<file path="src/rtl/mem_access.sv">
// Memory-access stage: byte/halfword/word loads and stores on a word-wide RAM,
// sub-word stores via read-modify-write. Optional MEM_ACCESS_MISALIGN_TRAP_EN faults misaligned accesses.
module mem_access #(
  parameter int unsigned RD_LAT = 1
) (
  input  logic        clk,
  input  logic        reset,
  input  logic        start_i,
  input  logic [1:0]  op_i,
  input  logic [2:0]  funct3_i,
  input  logic [31:0] addr_i,
  input  logic [31:0] wdata_i,
  output logic        busy_o,
  output logic        done_o,
  output logic        fault_o,
  output logic [31:0] rd_data_o,
  output logic        we_o,
  output logic [31:0] addr_o,
  input  logic [31:0] data_i,
  output logic [31:0] data_o
);

  localparam int unsigned CNT_W = 2;

  localparam logic [1:0] ST_IDLE  = 2'd0;
  localparam logic [1:0] ST_READ  = 2'd1;
  localparam logic [1:0] ST_WRITE = 2'd2;

  localparam logic [1:0] OP_LOAD  = 2'b01;
  localparam logic [1:0] OP_STORE = 2'b10;

  localparam logic [2:0] F3_B  = 3'b000;
  localparam logic [2:0] F3_H  = 3'b001;
  localparam logic [2:0] F3_W  = 3'b010;
  localparam logic [2:0] F3_BU = 3'b100;
  localparam logic [2:0] F3_HU = 3'b101;

  logic [1:0]       r_state;
  logic [CNT_W-1:0] r_cnt;
  logic [2:0]       r_f3;
  logic [1:0]       r_lane;
  logic             r_store;
  logic [15:0]      r_wdata;
  logic             r_busy;
  logic             r_done;
  logic             r_fault;
  logic [31:0]      r_rd;
  logic             r_we;
  logic [31:0]      r_addr;
  logic [31:0]      r_data;

  logic [1:0]       w_state;
  logic [CNT_W-1:0] w_cnt;
  logic [2:0]       w_f3;
  logic [1:0]       w_lane;
  logic             w_store;
  logic [15:0]      w_wdata;
  logic             w_busy;
  logic             w_done;
  logic             w_fault;
  logic [31:0]      w_rd;
  logic             w_we;
  logic [31:0]      w_addr;
  logic [31:0]      w_data;

  logic             w_is_load;
  logic             w_is_store;
  logic             w_legal;
  logic             w_misalign;
  logic [7:0]       w_byte;
  logic [15:0]      w_half;
  logic [31:0]      w_ext;
  logic [31:0]      w_merge;

  // Request decode on the incoming (not yet latched) command.
  always_comb begin
    w_is_load  = (op_i == OP_LOAD);
    w_is_store = (op_i == OP_STORE);
    w_legal    = 1'b0;
    if (w_is_load) begin
      case (funct3_i)
        F3_B, F3_H, F3_W, F3_BU, F3_HU: w_legal = 1'b1;
        default:                        w_legal = 1'b0;
      endcase
    end else if (w_is_store) begin
      case (funct3_i)
        F3_B, F3_H, F3_W: w_legal = 1'b1;
        default:          w_legal = 1'b0;
      endcase
    end
`ifdef MEM_ACCESS_MISALIGN_TRAP_EN
    w_misalign = ((funct3_i[1:0] == 2'b01) && addr_i[0]) ||
                 ((funct3_i[1:0] == 2'b10) && (addr_i[1:0] != 2'b00));
`else
    w_misalign = 1'b0;
`endif
  end

  // Lane extraction / extension for loads and lane merge for sub-word stores.
  always_comb begin
    w_byte  = data_i[{r_lane, 3'b000} +: 8];
    w_half  = data_i[{r_lane[1], 4'b0000} +: 16];
    case (r_f3)
      F3_B:    w_ext = {{24{w_byte[7]}}, w_byte};
      F3_H:    w_ext = {{16{w_half[15]}}, w_half};
      F3_BU:   w_ext = {24'h0, w_byte};
      F3_HU:   w_ext = {16'h0, w_half};
      default: w_ext = data_i;
    endcase
    w_merge = data_i;
    if (r_f3[1:0] == 2'b00) begin
      w_merge[{r_lane, 3'b000} +: 8] = r_wdata[7:0];
    end else begin
      w_merge[{r_lane[1], 4'b0000} +: 16] = r_wdata;
    end
  end

  // Next-state and next-output logic.
  always_comb begin
    w_state = r_state;
    w_cnt   = r_cnt;
    w_f3    = r_f3;
    w_lane  = r_lane;
    w_store = r_store;
    w_wdata = r_wdata;
    w_busy  = r_busy;
    w_done  = 1'b0;
    w_fault = 1'b0;
    w_rd    = r_rd;
    w_we    = 1'b0;
    w_addr  = r_addr;
    w_data  = r_data;

    case (r_state)
      ST_IDLE: begin
        w_busy = 1'b0;
        w_addr = 32'h0;
        w_data = 32'h0;
        if (start_i) begin
          if (!w_is_load && !w_is_store) begin
            w_done = 1'b1;
          end else if (!w_legal || w_misalign) begin
            w_done  = 1'b1;
            w_fault = 1'b1;
          end else begin
            w_f3    = funct3_i;
            w_lane  = addr_i[1:0];
            w_store = w_is_store;
            w_wdata = wdata_i[15:0];
            w_busy  = 1'b1;
            w_addr  = {addr_i[31:2], 2'b00};
            if (w_is_store && (funct3_i == F3_W)) begin
              w_data  = wdata_i;
              w_we    = 1'b1;
              w_state = ST_WRITE;
            end else begin
              w_cnt   = CNT_W'(RD_LAT - 1);
              w_state = ST_READ;
            end
          end
        end
      end

      ST_READ: begin
        if (r_cnt == '0) begin
          if (r_store) begin
            w_data  = w_merge;
            w_we    = 1'b1;
            w_state = ST_WRITE;
          end else begin
            w_rd    = w_ext;
            w_done  = 1'b1;
            w_busy  = 1'b0;
            w_addr  = 32'h0;
            w_data  = 32'h0;
            w_state = ST_IDLE;
          end
        end else begin
          w_cnt = r_cnt - CNT_W'(1);
        end
      end

      ST_WRITE: begin
        w_done  = 1'b1;
        w_busy  = 1'b0;
        w_addr  = 32'h0;
        w_data  = 32'h0;
        w_state = ST_IDLE;
      end

      default: begin
        w_busy  = 1'b0;
        w_addr  = 32'h0;
        w_data  = 32'h0;
        w_state = ST_IDLE;
      end
    endcase
  end

  // State and output registers; reset aborts any pending write.
  always_ff @(posedge clk) begin
    if (reset) begin
      r_state <= ST_IDLE;
      r_cnt   <= '0;
      r_f3    <= 3'h0;
      r_lane  <= 2'h0;
      r_store <= 1'b0;
      r_wdata <= 16'h0;
      r_busy  <= 1'b0;
      r_done  <= 1'b0;
      r_fault <= 1'b0;
      r_rd    <= 32'h0;
      r_we    <= 1'b0;
      r_addr  <= 32'h0;
      r_data  <= 32'h0;
    end else begin
      r_state <= w_state;
      r_cnt   <= w_cnt;
      r_f3    <= w_f3;
      r_lane  <= w_lane;
      r_store <= w_store;
      r_wdata <= w_wdata;
      r_busy  <= w_busy;
      r_done  <= w_done;
      r_fault <= w_fault;
      r_rd    <= w_rd;
      r_we    <= w_we;
      r_addr  <= w_addr;
      r_data  <= w_data;
    end
  end

  assign busy_o    = r_busy;
  assign done_o    = r_done;
  assign fault_o   = r_fault;
  assign rd_data_o = r_rd;
  assign we_o      = r_we;
  assign addr_o    = r_addr;
  assign data_o    = r_data;

endmodule

</file>
<file path="config.mk">
export PLATFORM = sky130hd
export DESIGN_NAME = mem_access
export DESIGN_NICKNAME = d
export VERILOG_FILES = /design/src/rtl/mem_access.sv
export SDC_FILE = /design/constraint.sdc
export NUM_CORES = 1
export LEC_CHECK = 0
export CAP_MARGIN = 40
export CORE_MARGIN = 3
export CORE_UTILIZATION = 49
export CTS_CLUSTER_SIZE = 8
export DETAILED_ROUTE_END_ITERATION = 8
export MAX_ROUTING_LAYER = met4
export PLACE_DENSITY = 0.87
export SLEW_MARGIN = 15
export SYNTH_ARGS = -nofsm -noshare
export SYNTH_HDL_FRONTEND = slang
export SYNTH_SLANG_ARGS = --single-unit
export TNS_END_PERCENT = 30
</file>
<file path="constraint.sdc">
create_clock -name clk -period 6.14 [get_ports clk]
set_input_delay 1.228 -clock clk [delete_from_list [all_inputs] [get_ports clk]]
set_output_delay 1.228 -clock clk [all_outputs]
set_load 0.005 [all_outputs]
</file>
* After elaboration in Yosys (flattened, before gate mapping) *
Index checks and enable logic that the tools add are counted.

word-level totals
  memories kept = 0
  ROM bits = 0
  memory bits (writable) = 0
  input bits = 104
  register bits = 126
  bits in latches = 0
  logic and storage cells = 115
  output and inout bits = 100

operators by class
  multipliers = 0
  order comparisons = 0
  $add $sub $neg = 3
  equality and inequality tests = 18
  reductions and logical operators = 18
  divide/modulo/power cells = 0
  bitwise operators = 4
  shift operators = 6
  muxes and demuxes = 53

operators with widths
  kind                                                                     number
  32-bit 2-to-1 mux                                                        12
  32-bit one-hot mux with 2 select lines                                   2
  32-bit one-hot mux with 4 select lines                                   1
  32-bit bitwise mux                                                       2
  16-bit by 7-bit variable shift with 32-bit output, first input constant  1
  8-bit by 7-bit variable shift with 32-bit output, first input constant   1
  16-bit by 7-bit variable part select with 32-bit output                  1
  32-bit by 6-bit variable part select with 16-bit output                  1
  32-bit by 6-bit variable part select with 8-bit output                   1
  8-bit by 7-bit variable part select with 32-bit output                   1
  2-bit 2-to-1 mux                                                         11
  1-bit 2-to-1 mux                                                         20
  2-bit != test, second input constant                                     7
  5-bit negation with 7-bit output                                         2
  3-bit equality test, second input constant                               4
  2-bit one-hot mux with 2 select lines                                    2
  4-bit AND reduction                                                      2
  3-bit by 1-bit equality test with 1-bit output, second input constant    2
  2-bit logical NOT                                                        3
  3-bit logical NOT                                                        2
  6-bit AND reduction                                                      1
  5-bit OR reduction                                                       1
  2-bit by 1-bit equality test with 1-bit output, second input constant    2
  2-bit equality test, second input constant                               2
  12 further kinds                                                         18

* Depth between registers and ports, before layout *
  depth after elaboration = 9
  depth in mapped cells = 8
  depth with buffers taken out = 6

* Worst setup path after synthesis *
No wires, ideal clock.

  kind = input -> register
  start = in op_i[0]
  end = reg r_data[1] (netlist: data_o[1])
  path slack = 3,437 ps
  path buffers = 1
  data arrival time = 2,643 ps
  required time = 6,080 ps
  cell stages on the path = 7
  setup time = 60 ps
  cells stage by stage = inv_1 ha_1 nor4b_2 o211ai_1 nor2_1 buf_2 a221o_1

between the ends
  longest elaborated chain between the ends = 7
  elaborated cells on any way between the ends = 13
  classes of those cells = eq/ne (2); mux (7); reduce/logical (4)

ends and longest elaborated chain
  item                                                          line     text
  start: declaration                                            9        input logic [1:0] op_i,
  2-bit equality test                                           78       w_is_store = (op_i == OP_STORE);
  1-bit 2-to-1 mux / 1-bit logical AND (equally long branches)  85, 152
  1-bit 2-to-1 mux / 32-bit 2-to-1 mux (equally long branches)  80, 152
  32-bit 2-to-1 mux                                             142      end else if (!w_legal || w_misalign) begin
  32-bit 2-to-1 mux (*)                                         140      if (!w_is_load && !w_is_store) begin
  32-bit 2-to-1 mux (*)                                         139      if (start_i) begin
  32-bit one-hot mux with 2 select lines (*)                    134      case (r_state)
  end signal: assignment                                        229      r_data <= w_data;
  end: declaration                                              50       logic [31:0] r_data;

Mark *: on every way between the ends. The rest lies on a longest branch, timed or not.
A chain may end at the register's enable or synchronous reset.

* Final worst setup path *
  start = in op_i[0]
  end = reg r_addr[8] (netlist: addr_o[8])

between the ends
  longest elaborated chain between the ends = 7
  elaborated cells on any way between the ends = 11
  classes of those cells = eq/ne (2); mux (6); reduce/logical (3)

ends and longest elaborated chain
  item                                        line  text
  2-bit equality test                         78
  1-bit 2-to-1 mux                            85    end else if (w_is_store) begin
  1-bit 2-to-1 mux                            80    if (w_is_load) begin
  32-bit 2-to-1 mux                           142
  32-bit 2-to-1 mux (*)                       140
  32-bit 2-to-1 mux (*)                       139
  32-bit one-hot mux with 2 select lines (*)  134
  end signal: assignment                      228   r_addr <= w_addr;
  end: declaration                            49    logic [31:0] r_addr;

Marked as above.

==> reports/results.txt <==
CP max stage delay: 0.74 ns
Library cells used by synthesis: 50
Post-route cell area: 8292 µm²
VDD IR max: 0.1286 mV
Via count: 6115
Share of the synthesized area in the top cell type: 44.00%
Register area share after synthesis: 44.00%
Wire per inst: 20.70 µm
DRT Wirelength: 20080 µm
DR DRC count: 0
Layout area overhead: 46.97%
Hold EP: rd_data_o[2]$_SDFFE_PP0P_
Postcts setup bufs: 0
Critical path start-end classification: input port to flip-flop
Final Util: 75.17%
Fill cells: 810
Synth top cells by count: 124 x dfxtp_1, 91 x nand2_1, 46 x nor2_1, 44 x a21oi_1, 42 x o21ai_0
Fin cells: 970
CP required: 6.48 ns
First-iteration detailed-routing DRC count: 582
Die Span Y: 113.3 µm
Cell area after synthesis: 5642 µm²
CTS H-Tree Depth: 4
Core Region: 11030 µm²
RR Startpoint: r_lane[0]$_SDFFE_PP0P_
Largest net degree at the start of global routing: 53
Most frequent cell after synthesis: dfxtp_1
Die Width: 113.3 µm
Top Ports: 204
CP cell instances: clkdlybuf4s50_1 > inv_1 > ha_1 > nor4b_2 > o211a_1 > buf_4 > a22oi_1 > nor2_1
Worst setup EP type: flip-flop
Status: finished, final reports clean
Gr usage total: 31.35%
Static Leak: 2.956 nW
Ratio of cells with drive above 1 in the final layout: 7.479%
Syn avg cell area: 8.843 µm²
Setup TNS: 0 ns
Worst-path fanout max: 31
Worst-path clk slew: 0.05 ns
Max Clock Skew: 0.004393 ns
Vias per cell: 6.304
Power Dens Cells: 231.4 nW/µm²
Startpoint types: input port
Initial Util: 51.15%
Placement row count: 38
Total placed cells including tap cells: 938
HP Class: flip-flop to flip-flop
Slew @ Worst Pin: 0.8517 ns
Max-cap violation count: 0
Top cells by area, synth: dfxtp_1 44%, nand2_1 6.1%, a221o_1 5.5%
Post-synth ARST share: 0%
Fin. max-slew vios: 0
Clock Latency Late Sink: 0.41 ns
Residual overflow from global routing: 0
CP max stage cell: o211a_1
R2r setup slk: 3.50 ns
Routability congestion estimate from global placement: 0.9875
First-pass GRT wire length: 30950 µm
# resized after CTS: 0
Final setup fails: 0
Mapped Cells: 638
Arrival @ worst endpoint: 3.95 ns
Reg2reg end: data_o[24]$_SDFFE_PP0N_
Vias in the first global route: 5883
Fin crit share: 58.79%
Antenna violations before repair: 1
RSZ-0062 raised after global routing: false
Reg2Reg Depth: 7
Dominant cell type by area after synthesis: dfxtp_1
First-pass DRT Iterations: 6
Slew HR: 42.98%
# nets final: 930
Final Hold Vio Count: 0
Final ANT Viol Nets: 0
CTS Sinks: 124
Longest Clk Path Bufs: 2
Synth Register Bits: 124
Fmax: 277.0 MHz
Port Buffers: 201
CTS Root Buffer Type: clkbuf_16
Hold path depth: 2
Yosys warns: 0
CTS tree: yes
Cts hold-fix bufs: 0
Die ar.: 12840 µm²
Min Tclk post-route: 3.610 ns
Number of synthesized flops with an enable pin: 0
HPWL after detailed placement: 14310 µm
Post-DP Area: 7749 µm²
Ys flop type: dfxtp_1
Hold path start: rd_data_o[2]$_SDFFE_PP0P_
Total CTS buffers: 17
[report_power, final]
part | switching (W) | total, W | internal, W
combinational | 0.0000860 | 0.000188 | 0.000102
clock | 0.000337 | 0.000904 | 0.000567
sequential | 0.0000100 | 0.000827 | 0.000817
total | 0.000433 | 0.00192 | 0.00149
[state kept, by name, summed over array words and instances, names as in the netlist]
name and count:
fault_o 1, busy_o 1, r_lane 2, r_wdata 16, r_store 1, r_f3 3, r_state 2, rd_data_o 32
we_o 1, r_cnt 2, addr_o 30, data_o 32, done_o 1
[area by class of cell]
type | count | area (µm²) | share of cell area (%)
multi-input cells | 442 | 2894 | 34.90
flip-flops and latches | 124 | 2482 | 29.94
repair buffers | 213 | 2130 | 25.68
clock buffers | 21 | 460.4 | 5.553
well taps | 140 | 175.2 | 2.113
inverters | 20 | 75.07 | 0.9054
clock inverters | 9 | 72.57 | 0.8752
diodes | 1 | 2.502 | 0.03018
[cells by family after synthesis]
logic type,share of synthesized area [%]
flops,44.00
mux,5.012
buf+inv,5.300
compound gates,29.08
other cells,0.06647
fa+ha+maj,1.774
simple gates,14.77
[critical path, delay by kind of cell]
| family | cells | cell delay, ns |
|---|---|---|
| simple gates | 2 | 0.52 |
| compound gates | 2 | 0.90 |
| buf+inv | 3 | 0.97 |
| fa+ha+maj | 1 | 0.32 |
[through the flow]
stage | total power (W) | hold WS [ns] | setup slack [ns]
2_1_floorplan | 0.0009077 | 0.4380 | 3.437
3_3_place_gp | 0.001019 | 0.4469 | 2.080
3_5_place_dp | 0.001026 | 0.4542 | 2.165
4_1_cts | 0.001917 | 0.4614 | 2.561
5_1_grt | 0.001971 | 0.4834 | 2.361
6_report | 0.001919 | 0.4614 | 2.530
[routing by layer]
layer,vias up,part of all wire (%),track usage (%)
li1,2735,-,-
met1,2866,39,37.67
met2,440,45,49.05
met3,74,12,8.289
met4,0,4.9,14.90
met5,-,0,-
[worst max-delay path by stage]
| stage | to | slack, ns | cells past startpoint | start |
|---|---|---|---|---|
| global placement | data_o[18]$_SDFFE_PP0N_ | 2.08 | 8 | op_i[0] |
| floorplan | data_o[1]$_SDFFE_PP0N_ | 3.44 | 7 | op_i[0] |
| CTS | addr_o[7]$_SDFFE_PP0P_ | 2.56 | 8 | op_i[0] |
| detailed placement | addr_o[8]$_SDFFE_PP0P_ | 2.16 | 8 | op_i[0] |
| finish | addr_o[8]$_SDFFE_PP0P_ | 2.53 | 8 | op_i[0] |
| global route | addr_o[7]$_SDFFE_PP0P_ | 2.36 | 8 | op_i[0] |
[cells in the final DEF, fill, tap and decap left out, types with 9 or more instances in the layout]
cell type,instances
o21ai_0,42
a211oi_1,24
a22oi_1,30
a21oi_1,43
nand3b_1,9
dfxtp_1,124
a221oi_1,16
a221o_1,31
nor2_1,45
inv_1,19
clkdlybuf4s50_1,200
nand2_1,91
clkbuf_16,17
mux2i_1,17
No activity file was read; power rests on OpenSTA's default activity.
==> RTL change 1, RTL diff (same flow settings) <==
The output `done_o` loses its register stage (`r_done` becomes a continuous assignment).
--- a/src/rtl/mem_access.sv
+++ b/src/rtl/mem_access.sv
@@ -209,3 +209,2 @@
       r_busy  <= 1'b0;
-      r_done  <= 1'b0;
       r_fault <= 1'b0;
@@ -223,3 +222,2 @@
       r_busy  <= w_busy;
-      r_done  <= w_done;
       r_fault <= w_fault;
@@ -231,2 +229,4 @@
   end
+
+  assign r_done = w_done;
 
Formal check against the unedited RTL: not equivalent (Yosys sat finds a counterexample within 4 cycles, from zero or initial values and one cycle with reset high).
==> RTL change 1 against the unedited design <==
Final area is 0.32% higher; first-iteration DRC count is 24% higher; synthesized area up 1.1%; total power rose by 3.0%; cell count grew 4.2%; critical path depth did not move; sequential cell count decreased by 1; clock skew increased by 3.8 ps; wire length rose by 4.7%; synthesized cell count increased by 7.5%; worst setup slack worse by 930 ps; critical path type is now in -> out; critical endpoint is now done_o.
==> RTL change 1: results (changes against the unedited design) <==
stage	metric	value	unit	change
placement	GP Congestion	0.926		-6.2%
global_routing	initial antenna violation count	0		-1
worst_setup_path	Max stage delay on crit path	560	ps	-180 ps
drt	Iter 0 DRT Violations	721		+24%
placement	Place WS	1670	ps	-494 ps
synthesis	synth top area cells	dfxtp_1, a22oi_1, o21ai_0, nand2_1, nor2_1		
cells_and_area	filler cell count	845		+4.3%
placement	placed insts	978		+4.3%
clocking	H-tree depth	4		unchanged
synthesis	post-synth cell types	53		+6.0%
timing	Slew @ Worst Pin	960	ps	+108 ps
cells_and_area	share of cells above drive strength 1	8.15	%	+0.67 points
global_routing	largest net degree at the start of global routing	48		-9.4%
worst_setup_path	Critical Path Fanout Max	4		-87%
worst_setup_path	CP endpoint	done_o		
timing	fmax	220	MHz	-20%
global_routing	M3 GR Usage	6.84	%	-1.4 points
placement	HPWL after DPL	14900	um	+4.3%
pwr	LEAKAGE	2.88	nW	-2.6%
global_routing	M2 GR Usage	50.0	%	+0.93 points
synthesis	sequential area share after synthesis	43.2	%	-0.81 points
cells_and_area	# diodes	0		-1
worst_setup_path	R2R Setup Slk	3250	ps	-250 ps
outcome	status	completed		
global_routing	GR Layer Usage met1	43.1	%	+5.4 points
synthesis	syn avg cell area	8.31	sq um	-6.0%
timing	clock skew	8.15	ps	+3.75 ps
worst_setup_path	CP Data Arrival Time	3310	ps	-640 ps
drt	via count	6290		+2.9%
synthesis	Post-synth top cells	dfxtp_1, nand2_1, o21ai_0		
drt	final WL	21000	um	+4.7%
pwr	VDD IR max	0.000149	V	+16%
global_routing	first-pass GRT wire length	32700	um	+5.7%
cells_and_area	final non-filler cell total	1011		+4.2%
global_routing	GRT Total Usage	32.8	%	+1.4 points
cells_and_area	final net count	971		+4.4%
## RTL change 1: cell types whose count changed in the layout (fill, tap and decap cells not counted), sizes merged, moves of 9 or more
| cell | before | now |
|---|---|---|
| nand3 | 0 | 9 |
| o211ai | 3 | 17 |
| mux2i | 17 | 1 |
| a211oi | 24 | 10 |
| a22oi | 30 | 56 |
| nor2 | 46 | 56 |
| inv | 20 | 34 |
| a221o | 31 | 8 |
| a221oi | 16 | 0 |
| o21ai | 42 | 68 |
## RTL change 1: area by class of cell
type | instances | area share [%]
Clock buffer | 22 | 5.46
Clock inverter | 9 | 1.17
Inverter | 34 | 1.53
Multi-Input combinational cell | 469 | 34.6
Sequential cell | 123 | 29.6
Tap cell | 140 | 2.11
Timing Repair Buffer | 214 | 25.6
## RTL change 1: worst min path at each step
stage / startpoint / end / slack [ps] / depth (start not counted)
6_report: rd_data_o[7] / rd_data_o[7] / 480 / 2
5_1_grt: r_wdata[11] / r_wdata[11] / 500 / 2
4_1_cts: rd_data_o[7] / rd_data_o[7] / 480 / 2
3_5_place_dp: r_wdata[11] / r_wdata[11] / 470 / 2
3_3_place_gp: r_cnt[1] / r_cnt[1] / 450 / 2
2_1_floorplan: r_cnt[1] / r_cnt[1] / 440 / 2
## RTL change 1: per-layer routing
| layer | share of wire [%] | up-vias |
|---|---|---|
| li1 | - | 2827 |
| met2 | 46 | 419 |
| met5 | 0 | - |
| met1 | 40 | 2988 |
| met3 | 10 | 56 |
| met4 | 2.8 | 0 |
## RTL change 1: report_power, final
group          switching [mW]  total [mW]  internal (mW)
Sequential             0.0102       0.820          0.810
Combinational          0.0963       0.200          0.103
Clock                   0.357       0.957          0.600
Total                   0.463        1.98           1.51
## RTL change 1: tightest hold or removal path, cell delays in order (launching register included)
cell	delay (ps)
dfxtp_1	300
nand2_1	50
o21ai_0	70
## RTL change 1: kinds of logic after synthesis
group	after synthesis	synth area share, %
AO/OA/AOI/OAI	249	29.4
AND/OR/NAND/NOR	192	14.9
flip-flops	123	43.2
buffers and inverters	95	6.91
multiplexers	18	3.73
adder cells (fa/ha/maj)	8	1.76
other	1	0.0658
## RTL change 1: stage by stage
stage                     total power, mW  hold WS [ps]  instance area (sq um)
after floorplan                     0.907           438                   5710
after global placement               1.02           446                   7710
after detailed placement             1.03           469                   7740
after CTS                            1.97           480                   8300
after global routing                 2.03           501                   8320
final                                1.98           479                   8320
==> RTL change 2, RTL diff (config.mk and constraints unchanged) <==
Without the edit above. The option `MEM_ACCESS_MISALIGN_TRAP_EN` is turned on by a define.
--- a/src/rtl/mem_access.sv
+++ b/src/rtl/mem_access.sv
@@ -2,2 +2,4 @@
 // sub-word stores via read-modify-write. Optional MEM_ACCESS_MISALIGN_TRAP_EN faults misaligned accesses.
+`define MEM_ACCESS_MISALIGN_TRAP_EN
+
 module mem_access #(
Behaviour: not the same (a bounded check fails within 4 cycles, from zero or initial values and one cycle with reset high).
==> RTL change 2 against the unedited design <==
Wire length rose by 4.5%; non-clock buffer count grew 2; synthesized area rose by 4.2%; utilization fell by 1.5 points; maximum frequency decreased by 0.25%; worst setup slack worse by 9.2 ps; final area increased by 2.7%; total power increased by 7.6%; register-to-register slack got worse by 540 ps; sequential power decreased by 0.6%; sequential cell count stayed put; critical path depth unchanged.
==> RTL change 2: results (changes against the unedited design) <==
stage	metric	value	unit	change
outcome	status	completed		
min_path	sink of the worst hold path	busy_o		
drt	post-DR wirelength/cell	21.6	um	+4.4%
drt	Iter 0 DRT Violations	798		+37%
min_path	worst min path class	reg -> reg		
global_routing	first-pass GRT wire length	32000	um	+3.3%
synthesis	Post-synth top cells	dfxtp_1, o21ai_0, nand2_1		
cells_and_area	final net count	926		-0.43%
placement	Place WS	2230	ps	+60.9 ps
synthesis	sequential area share after synthesis	42.2	%	-1.8 points
pwr	Clock Power	1.05	mW	+16%
cells_and_area	share of cells above drive strength 1	9.31	%	+1.8 points
placement	HPWL after DPL	14700	um	+2.8%
global_routing	largest net degree at the start of global routing	48		-9.4%
timing	relative slew slack	41.1	%	-1.9 points
clocking	Root Driver	clkbuf_16		
placement	Placed Area	7910	sq um	+2.0%
pwr	LEAKAGE	2.86	nW	-3.2%
timing	clock skew	8.03	ps	+3.64 ps
pwr	Sw Share	24.4	%	+1.8 points
synthesis	YS warnings	0		unchanged
clocking	clk_lat worst skew	420	ps	
synthesis	post-synth cell types	56		+12%
global_routing	GRT Total Usage	31.3	%	-0.061 points
clocking	clk slew on worst S/H paths	70	ps	+20 ps
min_path	hold path depth	2		unchanged
clocking	H-tree depth	4		unchanged
worst_setup_path	worst reg2reg path endpoint	data_o[5]		
global_routing	initial antenna violation count	1		unchanged
worst_setup_path	R2R depth	8		+1
synthesis	synth top area cells	dfxtp_1, a221o_1, o21ai_0, a22o_1, a211oi_1		
drt	drt pass-1 iters	5		-1
min_path	Min-Delay Startpoint	busy_o		
clocking	Post-CTS Setup Bufs	0		unchanged
worst_setup_path	r2r startpoint	r_lane[1]		
placement	GP Congestion	0.948		-4.0%
global_routing	vias in the first global route	6150		+4.5%
timing	Min Hold Slack	464	ps	+2.14 ps
clocking	post-CTS resize count	0		unchanged
drt	drt drc	0		unchanged
clocking	Num CTS Buffers	17		unchanged
worst_setup_path	Critical Path Fanout Max	26		-16%
pwr	Comb power frac	9.5	%	-0.3 points
drt	Via density	6.53		+3.5%
cells_and_area	multi-input logic area	3060	sq um	+5.6%
cells_and_area	filler cell count	801		-1.1%
clocking	CTS Buffer Depth	2		unchanged
pwr	switching pwr	0.504	mW	+16%
synthesis	Synth Instances	643		+0.78%
worst_setup_path	R2R Setup Slk	2960	ps	-540 ps
pwr	VDD IR max	0.000159	V	+23%
cells_and_area	final non-filler cell total	971		+0.10%
worst_setup_path	CP Data Arrival Time	3980	ps	+30 ps
-- RTL change 2: area by class of cell --
class,count,area share (%)
antenna,1,0.0294
clock buffer,18,5.04
clock inverter,14,2.14
inverter,12,0.529
multi-input combinational,444,35.9
sequential,124,29.1
tap,143,2.10
timing repair buffer,215,25.1
-- RTL change 2: logic make-up (layout without fill, tap and decap cells) --
| group | after synthesis | in the layout | synth area share (%) |
|---|---|---|---|
| AO/OA/AOI/OAI | 262 | 262 | 32.5 |
| AND/OR/NAND/NOR | 146 | 146 | 12.6 |
| flip-flops | 124 | 124 | 42.2 |
| buffers and inverters | 76 | 259 | 6.02 |
| multiplexers | 26 | 26 | 4.81 |
| adder cells (fa/ha/maj) | 8 | 8 | 1.70 |
| other | 1 | 3 | 0.0638 |
-- RTL change 2: how the worst max path moves through the flow --
stage / start / endpoint / slack (ps) / depth (start not counted)
after global placement: op_i[0] / addr_o[6] / 2130 / 7
after CTS: op_i[0] / addr_o[7] / 2600 / 8
after detailed placement: op_i[0] / addr_o[24] / 2230 / 8
after floorplan: op_i[0] / data_o[10] / 3580 / 7
final: op_i[0] / addr_o[7] / 2520 / 8
after global routing: op_i[0] / addr_o[7] / 2350 / 8
-- RTL change 2: layer usage --
metal	global-route usage [%]	up-vias	part of all wire, %
met5	-	-	0
met4	13.5	0	4.1
met3	8.51	97	10
met2	48.4	456	47
met1	38.5	2955	38
li1	-	2829	-
-- RTL change 2: worst max-delay path, stage by stage --
cell             delay (ps)
clkdlybuf4s50_1         430
inv_1                    70
ha_1                    170
nor2b_1                 260
o22a_1                  770
and3_1                  630
buf_8                   240
a22o_1                  180
